## src/rtl/sysbus_arbiter.sv

```systemverilog
// Two-master Sysbus arbiter: round-robin grant held for a whole transaction (request + write burst or read burst).
// Latency: request seen at edge N drives bus_reqcyc from N+1; one IDLE cycle separates back-to-back transactions.
// Backpressure: bus_reqack/owner respack are forwarded combinationally; unacked beats are held and not counted.
module sysbus_arbiter #(
    parameter int DATA_W = 64,
    parameter int TAG_W  = 13,
    parameter int BEATS  = 8
) (
    input  logic              clk,
    input  logic              reset,
    input  logic              m0_reqcyc,
    input  logic [DATA_W-1:0] m0_req,
    input  logic [TAG_W-1:0]  m0_reqtag,
    output logic              m0_reqack,
    output logic              m0_respcyc,
    output logic [DATA_W-1:0] m0_resp,
    input  logic              m0_respack,
    input  logic              m1_reqcyc,
    input  logic [DATA_W-1:0] m1_req,
    input  logic [TAG_W-1:0]  m1_reqtag,
    output logic              m1_reqack,
    output logic              m1_respcyc,
    output logic [DATA_W-1:0] m1_resp,
    input  logic              m1_respack,
    output logic              bus_reqcyc,
    output logic [DATA_W-1:0] bus_req,
    output logic [TAG_W-1:0]  bus_reqtag,
    input  logic              bus_reqack,
    input  logic              bus_respcyc,
    input  logic [DATA_W-1:0] bus_resp,
    output logic              bus_respack,
    output logic              owner,
    output logic              busy,
    output logic              err
);
    localparam int CNT_W = $clog2(BEATS) + 1;
    localparam logic [1:0] IDLE  = 2'd0;
    localparam logic [1:0] REQ   = 2'd1;
    localparam logic [1:0] WDATA = 2'd2;
    localparam logic [1:0] RESP  = 2'd3;
    localparam logic [CNT_W-1:0] LAST_BEAT = CNT_W'(BEATS - 1);

    logic [1:0]       state;
    logic [CNT_W-1:0] beat_cnt;
    logic             last;
    logic             owner_q;
    logic             err_q;

    logic              own_reqcyc;
    logic [DATA_W-1:0] own_req;
    logic [TAG_W-1:0]  own_reqtag;
    logic              own_respack;
    logic              winner;
    logic              in_req;
    logic              in_resp;

    always_comb begin
        own_reqcyc  = owner_q ? m1_reqcyc  : m0_reqcyc;
        own_req     = owner_q ? m1_req     : m0_req;
        own_reqtag  = owner_q ? m1_reqtag  : m0_reqtag;
        own_respack = owner_q ? m1_respack : m0_respack;
        // Tie goes to whoever did not win last time; otherwise the lone requester.
        winner      = (m0_reqcyc && m1_reqcyc) ? !last : m1_reqcyc;
        // Reset masks every handshake output in the same cycle, even mid-transaction.
        in_req      = !reset && (state == REQ || state == WDATA);
        in_resp     = !reset && (state == RESP);
    end

    always_comb begin
        bus_reqcyc  = in_req && own_reqcyc;
        bus_req     = in_req ? own_req : '0;
        bus_reqtag  = in_req ? own_reqtag : '0;
        m0_reqack   = in_req && !owner_q && bus_reqack;
        m1_reqack   = in_req && owner_q && bus_reqack;
        m0_respcyc  = in_resp && !owner_q && bus_respcyc;
        m1_respcyc  = in_resp && owner_q && bus_respcyc;
        bus_respack = in_resp && own_respack;
        m0_resp     = bus_resp;
        m1_resp     = bus_resp;
        owner       = owner_q;
        busy        = (state != IDLE);
        err         = err_q;
    end

    always_ff @(posedge clk) begin
        if (reset) begin
            state    <= IDLE;
            beat_cnt <= '0;
            last     <= 1'b1;
            owner_q  <= 1'b0;
            err_q    <= 1'b0;
        end else begin
            // A response beat outside a read burst has no destination.
            if (bus_respcyc && state != RESP)
                err_q <= 1'b1;
            case (state)
                IDLE: begin
                    if (m0_reqcyc || m1_reqcyc) begin
                        owner_q  <= winner;
                        last     <= winner;
                        beat_cnt <= '0;
                        state    <= REQ;
                    end
                end
                REQ: begin
                    if (!own_reqcyc) begin
                        state <= IDLE;
                    end else if (bus_reqack) begin
                        beat_cnt <= '0;
                        state    <= own_reqtag[TAG_W-1] ? RESP : WDATA;
                    end
                end
                WDATA: begin
                    if (own_reqcyc && bus_reqack) begin
                        if (beat_cnt == LAST_BEAT)
                            state <= IDLE;
                        else
                            beat_cnt <= beat_cnt + CNT_W'(1);
                    end
                end
                RESP: begin
                    if (bus_respcyc && own_respack) begin
                        if (beat_cnt == LAST_BEAT)
                            state <= IDLE;
                        else
                            beat_cnt <= beat_cnt + CNT_W'(1);
                    end
                end
                default: state <= IDLE;
            endcase
        end
    end
endmodule

```

## config.mk

```make
export PLATFORM = sky130hd
export DESIGN_NAME = sysbus_arbiter
export DESIGN_NICKNAME = d
export VERILOG_FILES = /design/src/rtl/sysbus_arbiter.sv
export SDC_FILE = /design/constraint.sdc
export NUM_CORES = 1
export LEC_CHECK = 0
export CORE_AREA = 2 2 171 173
export DETAILED_ROUTE_END_ITERATION = 8
export DIE_AREA = 0 0 173 175
export PLACE_DENSITY_LB_ADDON = 0.12
export RECOVER_POWER = 100
export SLEW_MARGIN = 40
export SYNTH_ARGS = -nofsm -noshare
export SYNTH_HDL_FRONTEND = slang
export SYNTH_SLANG_ARGS = --single-unit
```

## constraint.sdc

```tcl
create_clock -name clk -period 4.7 [get_ports clk]
set_input_delay 0.705 -clock clk [delete_from_list [all_inputs] [get_ports clk]]
set_output_delay 0.705 -clock clk [all_outputs]
set_load 0.03 [all_outputs]
```

-- Yosys cells after proc, flatten, opt, wreduce, memory -nomap -nowiden
Index checks and enable logic that the tools add are counted.
- memories: 0
- logic and storage cells: 65
- output and inout port bits: 214
- ROM bits: 0
- register bits: 9
- bits of input ports: 226
- latch bits: 0
- bits in writable memories: 0
- shift-type cells: 0
- equality and inequality tests: 11
- order comparisons: 0
- add/subtract/negate cells: 1
- bitwise gates (word level): 0
- $mul: 0
- reductions and logical operators: 26
- multiplexer cells: 22
- divide/modulo/power cells: 0
- operators by type and width (operator ; number):
    $mux 64 ; 2
    $mux 13 ; 2
    $mux 4 ; 6
    $logic_and 1x1->1 ; 16
    $pmux 4 s4 ; 1
    $mux 2 ; 6
    $ne 2x2->1 const B ; 4
    $pmux 2 s4 ; 1
    $reduce_and 5->1 ; 1
    $add 4x1->4 const B ; 1
    $eq 2x2->1 const B ; 2
    $eq 4x3->1 const B ; 1
    $mux 1 ; 4
    $ne 2x1->1 const B ; 2
    $reduce_and 4->1 ; 1
    $logic_not 1->1 ; 3
    $ne 3x3->1 const B ; 1
    $eq 2x1->1 const B ; 1
    $logic_not 2->1 ; 1
    $logic_or 1x1->1 ; 2
    $reduce_and 2->1 ; 1
    $reduce_bool 2->1 ; 1

-- Depth between registers and ports, before layout
Gate-level depths: netlist (run 1).
- depth in word-level cells: 5
- depth in mapped cells: 7
- gate-level depth less buffers: 7

-- Worst setup path before layout (run 1)
No wires, ideal clock.
- path type: input port to output port
- from: in reset
- to: out bus_req[46]
- arrival time: 1.959 ns
- data required time: 3.995 ns
- setup slack: 2.036 ns
- stages: 7
- path buffers: 4
- path through: buf_2 inv_2 and3_1 clkbuf_1 buf_2 buf_2 a22o_1
- cells in the longest elaborated chain, start to end: 3
- RTL lines (item ; line ; RTL):
    start, declared ; 10 ; input logic reset,
    $logic_not 1->1 ; 65 ; in_req = !reset && (state == REQ || state == WDATA);
    $logic_and 1x1->1 ; 65 ;
    $mux 64 ; 71 ; bus_req = in_req ? own_req : '0;
    end, declared ; 26 ; output logic [DATA_W-1:0] bus_req,
Every way passes these cells.

-- Final worst setup path (run 1)
- from: in reset
- to: out bus_req[9]
The elaborated chain is that of the path after synthesis.

==> summary.txt, run 1 <==
Final layout
  • Post-route insts no fill: 798
  • Finished Cell Area: 4400 µm²
  • Layout Nets: 647
  • N_diodes: 0
  • Most frequent cells in the layout: clkdlybuf4s50_1 (162), dlygate4sd3_1 (85), a22o_1 (77)
  • Layout cells sized above 1: 3.14%
  • Commonest non-fill, non-tap cell in the layout: clkdlybuf4s50_1
  • Layout area overhead: 83.7%

Logic synthesis
  • Cell taking the most area after synthesis: buf_4
  • Yosys reg bits: 9
  • Largest cells by area after synthesis: buf_4 (40%), a22o_1 (28%), dfxtp_1 (7.5%), ha_1 (3.1%), buf_2 (2.1%)
  • Seq/Total Area, Yosys: 7.52%
  • FFs w/ async S/R, synth: 0%
  • Number of synthesized flops with an enable pin: 0
  • Synth top area share: 40.1%
  • Cells after synthesis: 306
  • Synth unique cells: 37
  • Mean Syn Cell Area: 7.83 µm²
  • Synth Flop Type: dfxtp_1
  • Warnings from Yosys: 0
  • Synthesized Nets: 538
  • Cell Area, Synth: 2400 µm²

Clock network
  • CTS H-tree lvls: 1
  • Clock latency on the worst-skew pair: 240 ps
  • CTS Sinks: 9
  • Post-cts hold buffer count: 0
  • Cells resized by post-CTS repair: 0
  • Setup Buffers After CTS: 0
  • CTS clk-pin slew, worst paths: 40 ps
  • Clk root buf: clkbuf_16
  • CTS buffer count: 3
  • CTS tree: built
  • Bufs on Longest Clock Path: 2

Timing
  • Final setup violation count: 0
  • Worst slew margin: 40.8%
  • Fin worst setup slack: 568 ps
  • TNS Setup: 0 ps
  • Max Clk Rate: 242 MHz
  • Fin crit share: 87.9%
  • RSZ-0062 raised after global routing: no
  • Final slew viol count: 0
  • Fin crit period: 4130 ps
  • Hold Vio Cnt, Final: 0
  • Worst Clk Skew: 4.47 ps
  • Worst slew pin tran: 879 ps

Place
  • Port bufs: 247
  • Placement Setup Slack: 687 ps
  • DP Area: 4340 µm²
  • Detailed Place HPWL: 10400 µm
  • GPL Wtd Cong: 0.767
  • Dpl cells: 794

Worst hold path
  • HP Start: err$_SDFFE_PP0P_
  • Hold EP: err$_SDFFE_PP0P_
  • Worst Hold Depth: 2
  • Hold WC Path Type: flop to flop

Power
  • PD cells: 252 nW/µm²
  • Leak: 0.00177 µW
  • Pwr Total: 1110 µW
  • Maximum VDD drop: 0.000101 V

Floorplanning
  • Core Area: 28400 µm²
  • Initial core utilization: 8.44%
  • Die height: 175 µm
  • Die area: 30300 µm²
  • Io pins: 440
  • Die W: 173 µm
  • Row count: 62

Detailed routing
  • WL per Instance: 15.0 µm
  • DRC viols: 0
  • Iter 0 DRT Violations: 74
  • Total Routed Length: 11900 µm
  • DRT Pass-1 Iters: 4
  • Vias per inst: 3.23
  • Via count: 2575
  • Antenna Violating Nets Remaining: 0

Critical path
  • Crit end category: output port
  • FF-to-FF setup slack: 2060 ps
  • Worst r2r src: owner$_SDFFE_PP0P_
  • RR Endpoint: beat_cnt[1]$_SDFFE_PP0P_
  • Critical path required time: 3990 ps
  • CP Data Arrival Time: 3430 ps
  • Crit Path Category: primary input to output port
  • Setup crit start kind: primary input
  • Crit path max fanout: 39
  • Reg2Reg Depth: 5

Flow run
  • Max-cap violations: 0

GRT
  • Largest net degree at the start of global routing: 40
  • GRT overflow: 0
  • Vias in the first global route: 2794
  • Initial antenna violation count: 2
  • First-pass GRT wire length: 17300 µm
  • GR Util All Layers: 7.29%

Status
  • Status: completed
-- flip-flops by register name, summed over array words and instances, names as in the netlist --
name      cells
beat_cnt      4
err           1
last          1
owner         1
state         2
-- where the power goes --
group	internal (µW)	switching (µW)	total [µW]
Combinational	394	466	860
Clock	112	37.7	150
Sequential	85.7	14.8	100
Total	592	518	1110
-- layout make-up --
type / count / area (µm²)
inverter: 7 / 26.3
multi-input combinational: 143 / 1130
clock buffer: 3 / 75.1
tap: 384 / 480
timing repair buffer: 251 / 2500
clock inverter: 1 / 5.00
sequential: 9 / 180
fill: 3234 / 24000
-- stage by stage --
step                      hold slack (ps)  util [%]
final                                 459      15.5
after floorplan                       466         -
after detailed placement              458      15.3
after global routing                  476      15.5
after global placement                456      15.3
after CTS                             470      15.6
-- cell usage after synthesis (2+ instances only) --
master,number
buf_4,128
a22o_1,77
buf_2,10
dfxtp_1,9
nand2_1,9
clkbuf_1,8
nor2_1,8
a21oi_1,6
ha_1,6
inv_1,6
mux2i_1,5
nor3_1,3
a21boi_0,2
and3_1,2
and4_1,2
nand2b_1,2
nor3b_1,2
o21a_1,2
-- metal layers --
metal,global-route usage [%],up-vias,wire (µm)
li1,-,1188,-
met1,7.21,1151,4110
met3,3.72,23,1540
met5,0.160,-,13
met4,2.19,2,309
met2,13.3,211,5970
-- worst max-delay path by stage --
stage,from,endpoint,slack (ps)
after floorplan,reset,bus_req[46],2040
after global placement,reset,bus_req[9],740
after detailed placement,reset,bus_req[9],690
after CTS,reset,bus_req[9],680
after global routing,reset,bus_req[9],320
final,reset,bus_req[9],570
-- kinds of logic after synthesis --
| logic type | count (synthesis) | synth area share (%) |
|---|---|---|
| buf+inv | 154 | 45.0 |
| compound gates | 93 | 32.5 |
| mux | 5 | 2.09 |
| flops | 9 | 7.52 |
| simple gates | 39 | 9.77 |
| fa+ha+maj | 6 | 3.13 |
-- critical path: stages --
cell           delay (ps)
dlygate4sd3_1         670
inv_1                 290
nand2_1               200
nor2_4                120
buf_4                 380
a22o_1                210
dlygate4sd3_1         810
(Power assumes the default switching activity.)
==> run 2: changes to the inputs <==
--- a/config.mk
+++ b/config.mk
@@ -5,9 +5,12 @@
 export SDC_FILE = /design/constraint.sdc
 export NUM_CORES = 1
 export LEC_CHECK = 0
+export ABC_CLOCK_PERIOD_IN_PS = 4700
+export CAP_MARGIN = 0
 export CORE_AREA = 2 2 171 173
 export DETAILED_ROUTE_END_ITERATION = 8
 export DIE_AREA = 0 0 173 175
+export MAX_ROUTING_LAYER = met4
 export PLACE_DENSITY_LB_ADDON = 0.12
 export RECOVER_POWER = 100
 export SLEW_MARGIN = 40
==> summary.txt, run 2 (same netlist as run 1, synthesis figures left out) <==
Status
  • Status: completed

Final layout
  • Biggest register: beat_cnt
  • Fin util: 15.5% (+0.018 points)
  • Layout area overhead: 83.9%
  • Largest regs: beat_cnt (4), state (2)
  • Commonest non-fill, non-tap cell in the layout: clkdlybuf4s50_1
  • Most frequent cells in the layout: clkdlybuf4s50_1 (162), dlygate4sd3_1 (85), a22o_1 (77)
  • Layout cells sized above 1: 3.14% (unchanged)
  • Layout Nets: 647 (unchanged)
  • Largest register FFs: 4 (unchanged)

Clock network
  • Setup Buffers After CTS: 0 (unchanged)
  • CTS clk-pin slew, worst paths: 40 ps (about the same)
  • CTS H-tree lvls: 1 (unchanged)
  • Clock latency on the worst-skew pair: 240 ps (about the same)
  • Clk root buf: clkbuf_16
  • CTS Sinks: 9 (unchanged)
  • Bufs on Longest Clock Path: 2 (unchanged)
  • CTS tree: built
  • Post-cts hold buffer count: 0 (unchanged)
  • Cells resized by post-CTS repair: 0 (unchanged)
  • CTS buffer count: 3 (unchanged)

Timing
  • Fin crit share: 87.8% (-0.14 points)
  • Worst slew margin: 41.1% (+0.24 points)
  • Fin crit period: 4130 ps (-6.42 ps)
  • Hold Vio Cnt, Final: 0 (unchanged)
  • RSZ-0062 raised after global routing: no
  • Max Clk Rate: 242 MHz (+0.16%)
  • Final slew viol count: 0 (unchanged)
  • TNS Setup: 0 ps (unchanged)
  • Fin worst setup slack: 574 ps (+6.42 ps)
  • Worst slew pin tran: 876 ps (-3.57 ps)
  • Worst Clk Skew: 4.29 ps (-0.178 ps)
  • Final setup violation count: 0 (unchanged)

Detailed routing
  • Antenna Violating Nets Remaining: 0 (unchanged)
  • DRT Pass-1 Iters: 4 (unchanged)
  • Via count: 2574 (-0.039%)
  • DRC viols: 0 (unchanged)
  • WL per Instance: 14.9 µm (-0.54%)
  • Iter 0 DRT Violations: 69 (-6.8%)
  • Total Routed Length: 11900 µm (-0.29%)
  • Vias per inst: 3.22 (-0.29%)

Power
  • Leak: 0.00177 µW (about the same)
  • Pwr Total: 1110 µW (about the same)
  • Maximum VDD drop: 0.000101 V (about the same)
  • PD cells: 252 nW/µm² (-0.15%)

Floorplanning
  • Row count: 62 (unchanged)
  • Die W: 173 µm (unchanged)
  • Die height: 175 µm (unchanged)
  • Io pins: 440 (unchanged)
  • Initial core utilization: 8.44% (unchanged)
  • Core Area: 28400 µm² (unchanged)
  • Die area: 30300 µm² (unchanged)

Critical path
  • CP most frequent cell: dlygate4sd3_1
  • Worst Setup SP: reset
  • CP Data Arrival Time: 3420 ps (about the same)
  • Worst path bufs/invs: 4 (unchanged)
  • Crit Path Category: primary input to output port
  • Crit end category: output port
  • Setup crit start kind: primary input
  • Crit path max fanout: 37 (-5.1%)
  • Worst r2r src: owner$_SDFFE_PP0P_
  • Crit-path cells: dlygate4sd3_1 > inv_1 > nand2_1 > nor2_4 > buf_4 > a22o_1 > dlygate4sd3_1
  • Crit-path leading delay family: buffers and inverters
  • Max stage delay on crit path: 750 ps (-60 ps)
  • Crit-path slowest cell: dlygate4sd3_1
  • Critical path required time: 3990 ps (about the same)

Worst hold path
  • HP Start: err$_SDFFE_PP0P_
  • Hold WC Path Type: flop to flop

Flow run
  • Max-cap violations: 0 (unchanged)

Place
  • Port bufs: 247 (unchanged)
  • Detailed Place HPWL: 10400 µm (unchanged)
  • GPL Wtd Cong: 0.778 (+1.3%)
  • Placement Setup Slack: 687 ps (unchanged)

GRT
  • Initial antenna violation count: 2 (unchanged)
  • Largest net degree at the start of global routing: 40 (unchanged)
  • Vias in the first global route: 2783 (-0.39%)
  • First-pass GRT wire length: 17300 µm (-0.24%)
  • GR Util All Layers: 7.49% (+0.20 points)
  • GRT overflow: 0 (unchanged)
run 2: cell types whose count changed in the layout (fill, tap and decap cells not counted), sizes merged:
cell	before	now
diode	0	2
run 2: layout make-up:
| type | count | area [µm²] |
|---|---|---|
| fillers | 3234 | 24000 |
| diodes | 2 | 5.00 |
| flip-flops and latches | 9 | 180 |
| clock inverters | 1 | 5.00 |
| inverters | 7 | 26.3 |
| clock buffers | 3 | 75.1 |
| multi-input cells | 143 | 1130 |
| well taps | 384 | 480 |
| repair buffers | 251 | 2500 |
run 2: worst paths after layout:
path / slack [ps] / end / cells after the start
setup / recovery: 570 / bus_req[46] / 7
hold / removal: 460 / err$_SDFFE_PP0P_ / 2
setup reg to reg: 2060 / beat_cnt[1]$_SDFFE_PP0P_ / 5
hold reg to reg: 460 / err$_SDFFE_PP0P_ / 2
run 2: per-layer routing:
layer | global-route usage, % | vias to the layer above | wire length (µm)
li1 | - | 1192 | -
met2 | 13.3 | 215 | 5980
met3 | 3.52 | 22 | 1480
met5 | - | - | 0
met1 | 7.31 | 1145 | 4170
met4 | 2.05 | 0 | 281
run 2: worst reg2reg max path, delay by kind of cell (launching register included):
| kind | cells | cell delay [ps] |
|---|---|---|
| simple gates | 1 | 670 |
| compound gates | 3 | 890 |
| mux | 1 | 300 |
| flops | 1 | 680 |
run 2: where the power goes:
part	internal [µW]	switching (µW)
registers	85.7	14.8
logic	394	465
clock network	112	37.7
total	592	518
run 2: per-stage QoR:
| step | cells | hold WS [ps] | instance area [µm²] |
|---|---|---|---|
| 3_3_place_gp | 794 | 456 | 4340 |
| 5_1_grt | 800 | 476 | 4410 |
| 4_1_cts | 798 | 470 | 4420 |
| 2_1_floorplan | 306 | 466 | 2400 |
| 3_5_place_dp | 794 | 458 | 4340 |
| 6_report | 800 | 459 | 4410 |
==> run 3: changes to the inputs <==
--- a/config.mk
+++ b/config.mk
@@ -8,11 +8,13 @@
 export ABC_CLOCK_PERIOD_IN_PS = 4700
 export CAP_MARGIN = 0
 export CORE_AREA = 2 2 171 173
+export CTS_CLUSTER_DIAMETER = 120
 export DETAILED_ROUTE_END_ITERATION = 8
 export DIE_AREA = 0 0 173 175
 export MAX_ROUTING_LAYER = met4
 export PLACE_DENSITY_LB_ADDON = 0.12
 export RECOVER_POWER = 100
+export SKIP_CTS_REPAIR_TIMING = 1
 export SLEW_MARGIN = 40
 export SYNTH_ARGS = -nofsm -noshare
 export SYNTH_HDL_FRONTEND = slang
==> results of run 3 <==
The final DEF is identical to that of run 2; final timing and power are the same.
